## src/rtl/jtkicker_prog_post_if.sv

```systemverilog
// Download write bus into the post-processor and the write-request bus out of it.
interface jtkicker_prog_post_if #(
  parameter int AW = 22,
  parameter int DW = 8
);
  logic [AW-1:0] in_addr;
  logic [DW-1:0] in_data;
  logic          in_we;
  logic          in_rdy;
  logic          dwn_on;
  logic [AW-1:0] out_addr;
  logic [DW-1:0] out_data;
  logic          out_we;
  logic          out_ack;

  // Download source and downstream memory side
  modport master (
    output in_addr, in_data, in_we, dwn_on, out_ack,
    input  in_rdy, out_addr, out_data, out_we
  );

  // Post-processor side
  modport slave (
    input  in_addr, in_data, in_we, dwn_on, out_ack,
    output in_rdy, out_addr, out_data, out_we
  );
endinterface

```

## src/rtl/jtkicker_prog_post.sv

```systemverilog
// Download post-processor: per-region address swizzle / nibble swap, one
// outstanding write towards memory, variant-signature capture and end-of-
// download pulse once the last write has drained.
module jtkicker_prog_post #(
  parameter int            AW       = 22,
  parameter int            DW       = 8,
  parameter int            NREG     = 4,
  parameter logic [AW-1:0] SIG_ADDR = {AW{1'b0}}
) (
  input  logic                 clk,
  input  logic                 rst,
  jtkicker_prog_post_if.slave  bus,
  input  logic [AW*NREG-1:0]   reg_start,
  input  logic [AW-1:0]        reg_end,
  input  logic [2*NREG-1:0]    reg_mode,
  output logic                 is_variant,
  output logic [AW-1:0]        wr_cnt,
  output logic                 done
);

  typedef enum logic [1:0] {
    S_IDLE = 2'd0,
    S_PEND = 2'd1,
    S_DONE = 2'd2
  } state_t;

  state_t                state_r, state_next_s;
  logic                  dwn_on_r, done_pend_r;
  logic                  in_rdy_r, out_we_r, done_r, is_variant_r;
  logic [AW-1:0]         out_addr_r, wr_cnt_r;
  logic [DW-1:0]         out_data_r;
  logic                  accept_s, fall_s, rise_s, hit_s;
  logic [1:0]            mode_s;
  logic [AW-1:0]         lo_s, hi_s;
  logic [AW*(NREG+1)-1:0] bounds_s;

  // Address swizzle for a given region mode; modes 0 and 3 keep the address
  function automatic logic [AW-1:0] swz_addr(input logic [AW-1:0] a, input logic [1:0] m);
    logic [AW-1:0] r;
    r = a;
    case (m)
      2'd1:    r = {a[AW-1:4], a[2:0], ~a[3]};
      2'd2:    r = {a[AW-1:5], a[2:0], ~a[4], ~a[3]};
      default: r = a;
    endcase
    return r;
  endfunction

  // Nibble swap in mode 3, only meaningful for byte-wide data
  function automatic logic [DW-1:0] swz_data(input logic [DW-1:0] d, input logic [1:0] m);
    logic [DW-1:0] r;
    r = d;
    if (DW == 8 && m == 2'd3) begin
      r = {d[DW-5:0], d[DW-1:DW-4]};
    end else begin
      r = d;
    end
    return r;
  endfunction

  assign bounds_s = {reg_end, reg_start};
  assign accept_s = (state_r == S_IDLE) && bus.in_we;
  assign fall_s   = dwn_on_r && !bus.dwn_on;
  assign rise_s   = !dwn_on_r && bus.dwn_on;

  // Region decode: first region whose [start, next start) holds the address
  always_comb begin
    mode_s = 2'd0;
    hit_s  = 1'b0;
    lo_s   = {AW{1'b0}};
    hi_s   = {AW{1'b0}};
    for (int i = 0; i < NREG; i++) begin
      lo_s = bounds_s[i*AW +: AW];
      hi_s = bounds_s[(i+1)*AW +: AW];
      if (!hit_s && (bus.in_addr >= lo_s) && (bus.in_addr < hi_s)) begin
        hit_s  = 1'b1;
        mode_s = reg_mode[2*i +: 2];
      end else begin
        hit_s  = hit_s;
        mode_s = mode_s;
      end
    end
  end

  // Next-state logic: accept in IDLE, hold in PEND until ack, DONE after drain
  always_comb begin
    state_next_s = state_r;
    case (state_r)
      S_IDLE: begin
        if (bus.in_we) begin
          state_next_s = S_PEND;
        end else if (done_pend_r || fall_s) begin
          state_next_s = S_DONE;
        end else begin
          state_next_s = S_IDLE;
        end
      end
      S_PEND: begin
        if (bus.out_ack) begin
          state_next_s = S_IDLE;
        end else begin
          state_next_s = S_PEND;
        end
      end
      S_DONE:  state_next_s = S_IDLE;
      default: state_next_s = S_IDLE;
    endcase
  end

  // State register
  always_ff @(posedge clk) begin
    if (rst) begin
      state_r <= S_IDLE;
    end else begin
      state_r <= state_next_s;
    end
  end

  // Registered outputs, captured write, counters and download-edge tracking
  always_ff @(posedge clk) begin
    if (rst) begin
      dwn_on_r     <= 1'b0;
      done_pend_r  <= 1'b0;
      in_rdy_r     <= 1'b1;
      out_we_r     <= 1'b0;
      done_r       <= 1'b0;
      is_variant_r <= 1'b0;
      out_addr_r   <= {AW{1'b0}};
      out_data_r   <= {DW{1'b0}};
      wr_cnt_r     <= {AW{1'b0}};
    end else begin
      dwn_on_r <= bus.dwn_on;
      in_rdy_r <= (state_next_s == S_IDLE);
      out_we_r <= (state_next_s == S_PEND);
      done_r   <= (state_next_s == S_DONE);
      // A falling edge seen while a write is outstanding waits for the drain
      if (state_next_s == S_DONE) begin
        done_pend_r <= 1'b0;
      end else begin
        done_pend_r <= done_pend_r || fall_s;
      end
      if (accept_s) begin
        out_addr_r <= swz_addr(bus.in_addr, mode_s);
        out_data_r <= swz_data(bus.in_data, mode_s);
      end else begin
        out_addr_r <= out_addr_r;
        out_data_r <= out_data_r;
      end
      if (accept_s && (bus.in_addr == SIG_ADDR)) begin
        is_variant_r <= &bus.in_data;
      end else begin
        is_variant_r <= is_variant_r;
      end
      if (rise_s) begin
        wr_cnt_r <= accept_s ? {{(AW-1){1'b0}}, 1'b1} : {AW{1'b0}};
      end else if (accept_s && (wr_cnt_r != {AW{1'b1}})) begin
        wr_cnt_r <= wr_cnt_r + {{(AW-1){1'b0}}, 1'b1};
      end else begin
        wr_cnt_r <= wr_cnt_r;
      end
    end
  end

  assign bus.in_rdy   = in_rdy_r;
  assign bus.out_we   = out_we_r;
  assign bus.out_addr = out_addr_r;
  assign bus.out_data = out_data_r;
  assign is_variant   = is_variant_r;
  assign wr_cnt       = wr_cnt_r;
  assign done         = done_r;

endmodule

```

## src/flat_wrapper.sv

```systemverilog
// flat-port wrapper written by rule: the top's interface ports become plain ports
module jtkicker_prog_post_flat 
#(
  parameter int            AW       = 22,
  parameter int            DW       = 8,
  parameter int            NREG     = 4,
  parameter logic [AW-1:0] SIG_ADDR = {AW{1'b0}}
)
  (clk, rst, reg_start, reg_end, reg_mode, is_variant, wr_cnt, done, bus_in_addr, bus_in_data, bus_in_we, bus_dwn_on, bus_out_ack, bus_in_rdy, bus_out_addr, bus_out_data, bus_out_we);
  jtkicker_prog_post_if #(.AW(AW), .DW(DW)) bus_i ();
  input  logic clk;
  input  logic rst;
  input  logic [AW*NREG-1:0] reg_start;
  input  logic [AW-1:0] reg_end;
  input  logic [2*NREG-1:0] reg_mode;
  output logic is_variant;
  output logic [AW-1:0] wr_cnt;
  output logic done;
  input wire logic [$bits(bus_i.in_addr)-1:0] bus_in_addr;
  input wire logic [$bits(bus_i.in_data)-1:0] bus_in_data;
  input wire logic [$bits(bus_i.in_we)-1:0] bus_in_we;
  input wire logic [$bits(bus_i.dwn_on)-1:0] bus_dwn_on;
  input wire logic [$bits(bus_i.out_ack)-1:0] bus_out_ack;
  output wire logic [$bits(bus_i.in_rdy)-1:0] bus_in_rdy;
  output wire logic [$bits(bus_i.out_addr)-1:0] bus_out_addr;
  output wire logic [$bits(bus_i.out_data)-1:0] bus_out_data;
  output wire logic [$bits(bus_i.out_we)-1:0] bus_out_we;
  assign bus_i.in_addr = bus_in_addr;
  assign bus_i.in_data = bus_in_data;
  assign bus_i.in_we = bus_in_we;
  assign bus_i.dwn_on = bus_dwn_on;
  assign bus_i.out_ack = bus_out_ack;
  assign bus_in_rdy = bus_i.in_rdy;
  assign bus_out_addr = bus_i.out_addr;
  assign bus_out_data = bus_i.out_data;
  assign bus_out_we = bus_i.out_we;
  jtkicker_prog_post #(.AW(AW), .DW(DW), .NREG(NREG), .SIG_ADDR(SIG_ADDR)) u_core (.clk(clk), .rst(rst), .bus(bus_i), .reg_start(reg_start), .reg_end(reg_end), .reg_mode(reg_mode), .is_variant(is_variant), .wr_cnt(wr_cnt), .done(done));
endmodule
```

## config.mk

```make
export PLATFORM = sky130hd
export DESIGN_NAME = jtkicker_prog_post_flat
export DESIGN_NICKNAME = d
export VERILOG_FILES = /design/src/rtl/jtkicker_prog_post_if.sv /design/src/rtl/jtkicker_prog_post.sv /design/src/flat_wrapper.sv
export SDC_FILE = /design/constraint.sdc
export NUM_CORES = 1
export LEC_CHECK = 0
export CAP_MARGIN = 15
export CORE_MARGIN = 2
export CORE_UTILIZATION = 40
export DETAILED_ROUTE_END_ITERATION = 7
export HOLD_SLACK_MARGIN = 0.02
export PLACE_DENSITY_LB_ADDON = 0.25
export SETUP_SLACK_MARGIN = 0.05
export SLEW_MARGIN = 15
export SYNTH_ARGS = -nofsm -noshare
export SYNTH_HDL_FRONTEND = slang
export SYNTH_SLANG_ARGS = --single-unit
```

## constraint.sdc

```tcl
create_clock -name clk -period 3.8 [get_ports clk]
set_input_delay 0.38 -clock clk [delete_from_list [all_inputs] [get_ports clk]]
set_output_delay 0.38 -clock clk [all_outputs]
set_load 0.01 [all_outputs]
```

* Word level (Yosys, flattened, before mapping)
Cells that the tools add are included.
** Cells by class
- Add/subtract/negate cells :: 1
- Equality and inequality tests :: 7
- Bitwise logic cells :: 2
- Multiplexer cells :: 16
- Order comparisons :: 8
- Reductions and logical operators :: 24
** Operators with widths (number)
- $ge A22 B22 Y1 :: 4
- $lt A22 B22 Y1 :: 4
- $mux W22 :: 2
- $add A22 B1 Y22 const B :: 1
- $logic_not A22 Y1 :: 1
- $ne A22 B22 Y1 const B :: 1
- $logic_and A1 B1 Y1 :: 12
- $mux W2 :: 6
- $pmux W5 S2 :: 1
- $mux W8 :: 1
- $reduce_and A8 Y1 :: 1
- $eq A2 B1 Y1 const B :: 3
- $eq A2 B2 Y1 const B :: 3
- $logic_not A1 Y1 :: 5
- $mux W1 :: 5
- $logic_not A2 Y1 :: 2
- $pmux W2 S2 :: 1
- $not A1 Y1 :: 2
- $reduce_bool A2 Y1 :: 1
- $reduce_or A2 Y1 :: 1
- $logic_or A1 B1 Y1 :: 1
** Storage, ports and cells
- Bits of input ports :: 153
- Output and inout port bits :: 56
- Register bits after elaboration :: 60
- Word-level logic and storage cells :: 68

* Longest topological paths before layout
- Word-level depth :: 17
- Depth in mapped cells :: 15
- Depth with buffers taken out :: 14

* Worst setup path after synthesis
Ideal clock, no wire load.
- Kind :: input to register
- From :: input reg_start[86]
- To :: register u_core.out_data_r[0], in the netlist u_core.bus.out_data[0]
- Arrival :: 3.414 ns
- Data required time :: 3.663 ns
- Stages on the path :: 12
- Buffers on the path :: 1
- Library setup time :: 0.137 ns
- Setup slack :: 0.248 ns
- Cell sequence :: inv_1 ha_1 nand4_1 or4_1 a21o_1 a311o_1 or4_4 o22ai_1 ha_1 clkbuf_1 mux2i_1 a211oi_1
** On the way
- Longest elaborated chain between the ends :: 9
- Elaborated cells on any way between the ends :: 11
- Classes of those cells :: order compare (2); eq/ne (1); mux (4); reduce/logical (4)
** RTL lines
- start, declared :: line flat_wrapper.sv:13 : input logic [AW*NREG-1:0] reg_start;
- $lt A22 B22 Y1 :: line jtkicker_prog_post.sv:75 : if (!hit_s && (bus.in_addr >= lo_s) && (bus.in_addr < hi_s)) begin
- $logic_and A1 B1 Y1 :: line jtkicker_prog_post.sv:75
- $mux W1 :: line jtkicker_prog_post.sv:75
- $logic_not A1 Y1 :: line jtkicker_prog_post.sv:75
- $logic_and A1 B1 Y1 (2 in series) :: line jtkicker_prog_post.sv:75
- $mux W2 * :: line jtkicker_prog_post.sv:75
- $eq A2 B2 Y1 * :: line jtkicker_prog_post.sv:53 : if (DW == 8 && m == 2'd3) begin
- $mux W8 * :: line jtkicker_prog_post.sv:53
- end signal, assigned :: line jtkicker_prog_post.sv:129 : out_data_r <= {DW{1'b0}};
- end signal, assigned :: line jtkicker_prog_post.sv:144 : out_data_r <= swz_data(bus.in_data, mode_s);
- end signal, assigned :: line jtkicker_prog_post.sv:147 : out_data_r <= out_data_r;
- end, declared :: line jtkicker_prog_post.sv:31 : logic [DW-1:0] out_data_r;
Mark *: on every way between the ends. The rest lies on a longest branch, timed or not.
A chain may end at the register's enable or synchronous reset.

* Final worst setup path
- From :: input bus_in_addr[11]
- To :: register u_core.out_addr_r[3], in the netlist u_core.bus.out_addr[3]
** On the way
- Longest elaborated chain between the ends :: 17
- Elaborated cells on any way between the ends :: 28
- Classes of those cells :: order compare (8); eq/ne (2); mux (8); reduce/logical (10)
** RTL lines
- start, declared :: line flat_wrapper.sv:19 : input wire logic [$bits(bus_i.in_addr)-1:0] bus_in_addr;
- $ge A22 B22 Y1 or $lt A22 B22 Y1 (tied branches) :: line jtkicker_prog_post.sv:75
- $logic_and A1 B1 Y1 :: line jtkicker_prog_post.sv:75
- $mux W1 :: line jtkicker_prog_post.sv:75
- $logic_not A1 Y1 :: line jtkicker_prog_post.sv:75
- $logic_and A1 B1 Y1 (2 in series) :: line jtkicker_prog_post.sv:75
- $mux W1 :: line jtkicker_prog_post.sv:75
- $logic_not A1 Y1 :: line jtkicker_prog_post.sv:75
- $logic_and A1 B1 Y1 (2 in series) :: line jtkicker_prog_post.sv:75
- $mux W1 :: line jtkicker_prog_post.sv:75
- $logic_not A1 Y1 :: line jtkicker_prog_post.sv:75
- $logic_and A1 B1 Y1 (2 in series) :: line jtkicker_prog_post.sv:75
- $mux W2 * :: line jtkicker_prog_post.sv:75
- $eq A2 B2 Y1 or $eq A2 B1 Y1 (tied branches) :: line jtkicker_prog_post.sv:41 : case (m)
- $pmux W5 S2 * :: line jtkicker_prog_post.sv:41
- end signal, assigned :: line jtkicker_prog_post.sv:128 : out_addr_r <= {AW{1'b0}};
- end signal, assigned :: line jtkicker_prog_post.sv:143 : out_addr_r <= swz_addr(bus.in_addr, mode_s);
- end signal, assigned :: line jtkicker_prog_post.sv:146 : out_addr_r <= out_addr_r;
- end, declared :: line jtkicker_prog_post.sv:30 : logic [AW-1:0] out_addr_r, wr_cnt_r;
Marked as above.

==> flow_summary.yaml <==
clock_network:
  cts_tree: "yes"
  numCtsBuffers: 9
  cts_max_level: 3
  clkLatencyLatePin_ns: 0.32
  cts_max_path_buffers: 2
  clk_pin_slew_ns: 0.05
  cts_root_buffer: "clkbuf_16"
  cts_sinks: 60
  post_cts_buffers: 0
grt:
  grt_pass1_vias: 5458
  track_usage: 0.2321
  grt_overflow_total: 0
  grt_pass1_wl_um: 26590
  antenna_found_initial: 0
  grt_max_degree: 44
worst_setup_path:
  worstPathArrival_ns: 3.86
  critical_path_class: "input port to register"
  endpoint_kind: "register"
  crit_path_start_kind: "input port"
  critPathRequiredTime_ns: 4.06
  cp_max_fo: 5
die:
  die_w_um: 120.2
  die_h_um: 120.2
  start_util: 0.4095
  design.die.area_um2: 14450
  core_area_um2: 13190
  rows: 42
  ios: 209
finish:
  fillers: 1148
  fin_nets: 1229
  fin_area_um2: 8527
  diodes: 0
  syn_to_final_growth_pct: 57.86
  drive_gt1_frac: 0.09607
sta:
  worstMarginPinSlew_ns: 0.8133
  grt_setup_unrepaired: "false"
  finalSetupTns_ns: 0
  fin_crit_sh: 0.9477
  setup_viol_count_final: 0
  max-slew-margin-rel: 0.4578
  skew_ns: 0.002960
  drv_slew: 0
  fmax_mhz: 277.7
  hold_violations: 0
  final.min_clock_period_ns: 3.601
  setup_slack_ns: 0.1987
drt:
  vias: 5737
  wirelength_um: 16700
  antenna_left: 0
  wl_per_cell_um: 14.60
  first_pass_iters: 4
  dr.first_iter.drc_count: 322
  vias_per_cell: 5.015
  drc: 0
logic_synthesis:
  postSynth.asyncResetShare: 0
  yosys_warnings: 0
  avgSynthCellArea_um2: 7.640
  synthCells: 707
  syn_area_um2: 5401
  synth_cell_types: 47
  synth-edff-count: 0
  ys.flop_type: "dfxtp_1"
  seq_area_frac_synth: 0.2224
  synth-seq-cells: 60
  synth_nets: 973
min_path:
  hold_class: "register to register"
power_and_ir_drop:
  power_density_nw_per_um2: 269.3
  peakVddDrop_mv: 0.2448
  p_leak_uw: 0.003922
job:
  max-cap-violations: 0
placement:
  pre_cts_slack_ns: -0.3558
  dpl.hpwl_um: 13900
  place.gp.congestion: 0.9315
  port_buffers: 208
  post_dp_cell_area_um2: 8054
run_status:
  status: "completed"
## final cells by class
class | count | area (um2) | share of cell area
clock buffer | 12 | 256.5 | 0.03008
clock inverter | 4 | 47.55 | 0.005576
tap | 176 | 220.2 | 0.02583
timing repair buffer | 263 | 2532 | 0.2970
multi-input combinational | 514 | 3837 | 0.4500
inverter | 115 | 431.7 | 0.05062
sequential | 60 | 1201 | 0.1409
## flip-flops by register name, summed over array words and instances (netlist names)
name / count
u_core.bus.in_rdy: 1
u_core.done_pend_r: 1
u_core.bus.out_addr: 22
u_core.is_variant: 1
u_core.bus.out_data: 8
u_core.wr_cnt: 22
u_core.state_r: 2
u_core.dwn_on_r: 1
u_core.done: 1
u_core.bus.out_we: 1
## synth_stat cells, drive strengths merged, types with 15 or more instances
master,count,share of area
nand2,70,0.049
a211oi,15,0.021
clkbuf,15,0.010
inv,115,0.080
dfxtp,60,0.22
o21ai,28,0.026
nor2,49,0.034
a21oi,63,0.058
nand3,19,0.018
nand4,28,0.032
xor2,18,0.029
ha,113,0.26
## path summary, 6_finish.rpt
check | from | endpoint | slack (ns) | cells past startpoint
setup / recovery | bus_in_addr[11] | u_core.bus.out_addr[3] | 0.20 | 14
hold reg to reg | u_core.bus.out_addr[15] | u_core.bus.out_addr[15] | 0.45 | 2
setup reg to reg | u_core.wr_cnt[0] | u_core.wr_cnt[15] | 1.52 | 8
hold / removal | u_core.bus.out_addr[15] | u_core.bus.out_addr[15] | 0.45 | 2
## kinds of logic after synthesis
logic type	count (synthesis)	synth area share
adders and majority gates	113	0.2618
muxes	9	0.01668
xor gates and xnor gates	19	0.03081
AOI/OAI and AO/OA	150	0.1700
and+or+nand+nor	223	0.2059
buffers and inverters	133	0.09242
DFF	60	0.2224
## repair_timing
action / in CTS / in global routing
gates cloned: 0 / 1
pin swaps: 2 / 13
hold buffers: 0 / 0
setup endpoints to repair: 8 / 13
gates resized for setup: 2 / 32
## metrics by stage
step / power (uW) / cells / utilization / hold slack (ns)
floorplan: 1051 / 707 / - / 0.4530
detailed placement: 1450 / 1127 / 0.6106 / 0.4468
CTS: 2265 / 1143 / 0.6338 / 0.4539
finish: 2296 / 1144 / 0.6465 / 0.4509
global route: 2437 / 1144 / 0.6465 / 0.4697
global placement: 1440 / 1127 / 0.6106 / 0.4432
## routing by layer
metal	vias up	global-route usage	wire [um]
met4	0	0.06471	371
met1	2565	0.3073	7814
met2	154	0.3786	7595
met5	-	0	0
met3	25	0.05330	919
li1	2993	-	-
## cells in the final DEF (no fill, tap or decap), types with 12 or more instances in the layout
master / instances
a211oi_1: 14
ha_1: 108
nand3_1: 19
dfxtp_1: 60
nand2_1: 69
and4_1: 12
xor2_1: 18
nor2_1: 49
o21ai_0: 17
inv_1: 115
buf_4: 48
nand4_1: 28
clkdlybuf4s50_1: 203
a21oi_1: 62
## report_power, final
part           leakage [uW]  switching, uW  internal [uW]
Clock              0.000149            267            540
Combinational       0.00328            372            439
Sequential         0.000490           15.6            662
Total               0.00392            655           1640
## worst max-delay path, stage by stage
cell	delay, ns
clkdlybuf4s50_1	0.51
ha_1	0.35
nand2_1	0.06
or4_4	0.55
a21o_1	0.17
a311o_1	0.26
or4_4	0.58
o22a_1	0.25
ha_4	0.29
buf_6	0.11
nand2_1	0.05
o21ai_1	0.06
nand2_1	0.08
a21oi_2	0.15
(Power assumes the default switching activity.)
